**config.mk**
```make
export PLATFORM = sky130hd
export DESIGN_NAME = noc_link_port
export DESIGN_NICKNAME = d
export VERILOG_FILES = /design/src/rtl/noc_link_port.sv
export SDC_FILE = /design/constraint.sdc
export NUM_CORES = 1
export LEC_CHECK = 0
export CAP_MARGIN = 20
export CORE_MARGIN = 5
export CORE_UTILIZATION = 39
export DETAILED_ROUTE_END_ITERATION = 10
export PLACE_DENSITY = 0.78
export RECOVER_POWER = 25
export SETUP_SLACK_MARGIN = 0.4
export SLEW_MARGIN = 20
export SYNTH_ARGS = -nofsm -noshare
export SYNTH_HDL_FRONTEND = slang
export SYNTH_SLANG_ARGS = --single-unit
```
**constraint.sdc**
```tcl
create_clock -name clk -period 2.1 [get_ports clk]
set_clock_uncertainty 0.05 [all_clocks]
set_input_delay 0.21 -clock clk [delete_from_list [all_inputs] [get_ports clk]]
set_output_delay 0.21 -clock clk [all_outputs]
set_load 0.1 [all_outputs]
```
**src/rtl/noc_link_port.sv**
```systemverilog
// rtl/noc_link_port.sv - NoC mesh edge endpoint: credit-gated TX, B-deep RX FIFO with credit return
module noc_link_port #(
  parameter int FW = 36,
  parameter int B  = 4,
  localparam int CW = $clog2(B + 1)
) (
  input  logic          clk,
  input  logic          rst_n,
  input  logic [FW-1:0] tx_flit,
  input  logic          tx_valid,
  output logic          tx_ready,
  output logic [FW-1:0] noc_flit_in,
  output logic          noc_flit_in_wr,
  input  logic          noc_credit_out,
  input  logic [FW-1:0] noc_flit_out,
  input  logic          noc_flit_out_wr,
  output logic          noc_credit_in,
  output logic [FW-1:0] rx_flit,
  output logic          rx_valid,
  input  logic          rx_ready,
  output logic [CW-1:0] tx_credits,
  output logic [CW-1:0] rx_count,
  output logic          err_credit,
  output logic          err_overflow
);

  localparam int AW = $clog2(B);
  localparam logic [CW-1:0] DEPTH = CW'(B);
  localparam logic [CW-1:0] CNT_ONE = CW'(1);
  localparam logic [AW-1:0] PTR_ONE = AW'(1);

  logic [CW-1:0] tx_credits_q, tx_credits_d;
  logic [FW-1:0] noc_flit_in_q, noc_flit_in_d;
  logic          noc_flit_in_wr_q, noc_flit_in_wr_d;
  logic          err_credit_q, err_credit_d;
  logic [AW-1:0] wr_ptr_q, wr_ptr_d;
  logic [AW-1:0] rd_ptr_q, rd_ptr_d;
  logic [CW-1:0] rx_count_q, rx_count_d;
  logic          noc_credit_in_q, noc_credit_in_d;
  logic          err_overflow_q, err_overflow_d;
  logic [FW-1:0] mem_q [B];

  logic send, push, pop, rx_full;

  // TX credit accounting and registered flit launch into the NoC
  always_comb begin
    tx_ready         = (tx_credits_q != '0);
    send             = tx_valid & tx_ready;
    tx_credits_d     = tx_credits_q;
    err_credit_d     = err_credit_q;
    if (send && !noc_credit_out) begin
      tx_credits_d = tx_credits_q - CNT_ONE;
    end else if (!send && noc_credit_out) begin
      // A credit beyond the router's buffer depth is a protocol error; saturate.
      if (tx_credits_q == DEPTH) err_credit_d = 1'b1;
      else                       tx_credits_d = tx_credits_q + CNT_ONE;
    end
    noc_flit_in_wr_d = send;
    noc_flit_in_d    = send ? tx_flit : noc_flit_in_q;
  end

  // RX FIFO bookkeeping; overflow is judged on the registered count, so a same-cycle pop never rescues a push
  always_comb begin
    rx_full         = (rx_count_q == DEPTH);
    rx_valid        = (rx_count_q != '0);
    push            = noc_flit_out_wr & ~rx_full;
    pop             = rx_valid & rx_ready;
    err_overflow_d  = err_overflow_q | (noc_flit_out_wr & rx_full);
    wr_ptr_d        = push ? wr_ptr_q + PTR_ONE : wr_ptr_q;
    rd_ptr_d        = pop  ? rd_ptr_q + PTR_ONE : rd_ptr_q;
    rx_count_d      = rx_count_q;
    if (push && !pop)      rx_count_d = rx_count_q + CNT_ONE;
    else if (!push && pop) rx_count_d = rx_count_q - CNT_ONE;
    noc_credit_in_d = pop;
  end

  // State registers; reset discards all in-flight state without emitting credits
  always_ff @(posedge clk or negedge rst_n) begin
    if (!rst_n) begin
      tx_credits_q     <= DEPTH;
      noc_flit_in_q    <= '0;
      noc_flit_in_wr_q <= 1'b0;
      err_credit_q     <= 1'b0;
      wr_ptr_q         <= '0;
      rd_ptr_q         <= '0;
      rx_count_q       <= '0;
      noc_credit_in_q  <= 1'b0;
      err_overflow_q   <= 1'b0;
    end else begin
      tx_credits_q     <= tx_credits_d;
      noc_flit_in_q    <= noc_flit_in_d;
      noc_flit_in_wr_q <= noc_flit_in_wr_d;
      err_credit_q     <= err_credit_d;
      wr_ptr_q         <= wr_ptr_d;
      rd_ptr_q         <= rd_ptr_d;
      rx_count_q       <= rx_count_d;
      noc_credit_in_q  <= noc_credit_in_d;
      err_overflow_q   <= err_overflow_d;
    end
  end

  // FIFO storage needs no reset: entries are only observed once the count covers them
  always_ff @(posedge clk) begin
    if (push) mem_q[wr_ptr_q] <= noc_flit_out;
  end

  assign rx_flit        = mem_q[rd_ptr_q];
  assign tx_credits     = tx_credits_q;
  assign rx_count       = rx_count_q;
  assign noc_flit_in    = noc_flit_in_q;
  assign noc_flit_in_wr = noc_flit_in_wr_q;
  assign noc_credit_in  = noc_credit_in_q;
  assign err_credit     = err_credit_q;
  assign err_overflow   = err_overflow_q;

endmodule

```
==> qor.csv <==
metric,value,unit
status,"complete, but fails checks",
violations,negative setup slack,
cts_tree,done,
slew_headroom,70.1,%
grt_max_degree,37,
finalSetupViolCount,33,
initial_core_util,39.5,%
numPortBuffers,161,
vias,4205,
final_antenna_net_count,0,
fp.dieArea,21800,um^2
drc_errors,0,
areaGrowthSynthToFinish,59.5,%
first_global_vias,4673,
netlist_area,7390,um^2
ys_ff_latch,194,
wl_per_cell,21.4,um
synth.distinct_cells,31,
drv_slew,0,
antenna_found_initial,1,
wl,18.1,mm
via_per_inst,4.99,
gp_congestion,0.764,
fin_util,63.0,%
hold_path.class,input pin to async pin,
grt_setup_unrepaired,yes,
first_pass_iters,4,
end_kind,output pin,
grt_overflow_total,0,
die_w,148,um
numCtsBuffers,17,
synthDominantCellAreaShare,58.5,%
max_freq,457,MHz
start_kind,flip-flop,
crit_arrival,1.93,ns
worstSkewPairLatency,0.42,ns
row_count,50,
yosys_warnings,0,
syn_avg_cell_area,22.3,um^2
cts-htree-levels,4,
synth_fp_nets,418,
tightest_slew,0.448,ns
worst-path-max-fanout,6,
drive_gt1_share,51.9,%
finalHoldViolations,0,
fin_crit_sh,104,%
clk_pin_slew,0.07,ns
die_h,148,um
cts_buffer_depth,2,
syn_inst,331,
dpl.hpwl,10.7,mm
cts_sinks,194,
clockRootBuffer,clkbuf_16,
cap_violations,0,
nNetsFinal,683,
core-area,18700,um^2
synth_top_area_cell,edfxtp_1,
track_usage,16.8,%
drtIter0Drc,244,
yosysSeqAreaShare,75.5,%
path_class,flip-flop to output pin,
n_antenna_cell,0,
grt_pass1_wl,27.3,mm
min_period,2.19,ns
required,1.84,ns
ys_top_cells_by_area,"edfxtp_1 (59%), dfrtp_1 (17%), mux4_2 (11%)",
ios,162,
worst_slack,-0.0889,ns
through the flow:
| step | TNS (ns) | instances | hold slack, ns | cell area, um^2 | setup WS, ns |
|---|---|---|---|---|---|
| 3_3_place_gp | 0 | 738 | 0.0104 | 9850 | 0.0865 |
| 5_1_grt | -4.32 | 843 | 0.222 | 11800 | -0.145 |
| 3_5_place_dp | 0 | 738 | 0.0126 | 9850 | 0.0274 |
| 4_1_cts | -2.45 | 836 | 0.0950 | 11700 | -0.103 |
| 2_1_floorplan | -1.48 | 331 | -0.136 | 7550 | -0.516 |
| 6_report | -2.23 | 843 | 0.194 | 11800 | -0.0889 |
sequential cells by signal (all words and copies together) (netlist names):
signal and count:
noc_flit_in 36, noc_credit_in 1, rd_ptr_q 2, wr_ptr_q 2
mem_q 144, tx_credits 3, err_overflow 1, err_credit 1
noc_flit_in_wr 1, rx_count 3
layout by cell type (no fill, tap or decap), types with 3 or more instances in the layout:
| cell | instances |
|---|---|
| dfrtp_2 | 3 |
| xnor2_1 | 5 |
| clkbuf_16 | 18 |
| buf_12 | 62 |
| buf_16 | 20 |
| dlygate4sd3_1 | 29 |
| clkdlybuf4s50_1 | 48 |
| buf_6 | 36 |
| ha_4 | 3 |
| dfrtp_4 | 4 |
| mux2_4 | 37 |
| dfrtp_1 | 42 |
| buf_4 | 60 |
| inv_1 | 7 |
| and2_4 | 4 |
| edfxtp_1 | 144 |
| clkinv_1 | 3 |
| ha_1 | 4 |
| mux4_2 | 36 |
| inv_6 | 4 |
| clkinvlp_4 | 3 |
cell families after synthesis:
| logic type | after synthesis | share of synthesized area (%) |
|---|---|---|
| flip-flops | 194 | 75.5 |
| multiplexers | 74 | 17.8 |
| buffers and inverters | 22 | 2.00 |
| AND/OR/NAND/NOR | 15 | 1.25 |
| AO/OA/AOI/OAI | 10 | 0.915 |
| adder cells (fa/ha/maj) | 9 | 1.73 |
| XOR/XNOR | 7 | 0.830 |
cell usage after synthesis:
cell / instances
a311oi_1: 1
or3b_2: 1
mux2_2: 18
dfrtp_1: 49
mux4_2: 36
o21ai_0: 1
xnor2_1: 5
edfxtp_1: 144
nand2_1: 2
buf_12: 3
nor2_1: 3
or2_2: 1
nand2_4: 1
buf_1: 2
fa_1: 2
buf_4: 3
or3_1: 1
a21boi_1: 1
dfstp_2: 1
a31oi_1: 1
inv_1: 10
a31o_2: 2
nand3_1: 1
or3_4: 1
xor2_1: 2
ha_1: 7
a21o_1: 1
and2_1: 4
a21oi_1: 3
mux2_4: 20
buf_2: 4
cell type report:
cell class	count	area, um^2
Timing Repair Buffer	258	3460
Clock inverter	14	105
Multi-Input combinational cell	115	1850
Clock buffer	18	429
Sequential cell	194	5600
Tap cell	234	293
Inverter	10	45.0
Fill cell	1225	6920
critical path, cell delays in order (launching register included):
cell       delay (ns)
dfrtp_2          0.47
buf_6            0.15
clkbuf_16        0.16
mux4_2           0.53
buf_12           0.19
worst paths after layout:
path	depth (start not counted)	startpoint	endpoint	slack (ns)
max in group asynchronous	3	rst_n	noc_flit_in[1]	1.07
min reg2reg	1	rd_ptr_q[1]	rd_ptr_q[1]	0.45
min	2	rst_n	err_overflow	0.19
min in group clk	2	tx_flit[29]	noc_flit_in[29]	0.35
max reg2reg	8	rx_count[2]	rx_count[2]	0.05
max	4	rd_ptr_q[0]	rx_flit[35]	-0.09
per-layer routing:
metal	global-route usage (%)	part of all wire (%)	routed length, um
met2	28.6	52	9390
met5	0	0.072	13
met4	4.05	1.0	183
met3	5.36	7.8	1410
met1	21.0	39	7060
timing repair:
item,4_1_cts,5_1_grt
cloned,19,1
hold endpoints to repair,49,0
hold buffers,1,0
endpoints found under the setup margin,207,226
pin swaps,16,6
setup buffers,46,6
resized for setup,85,11
Power is not shown: default switching activity piles up to over one toggle a cycle in this logic, so the estimate is an artifact.
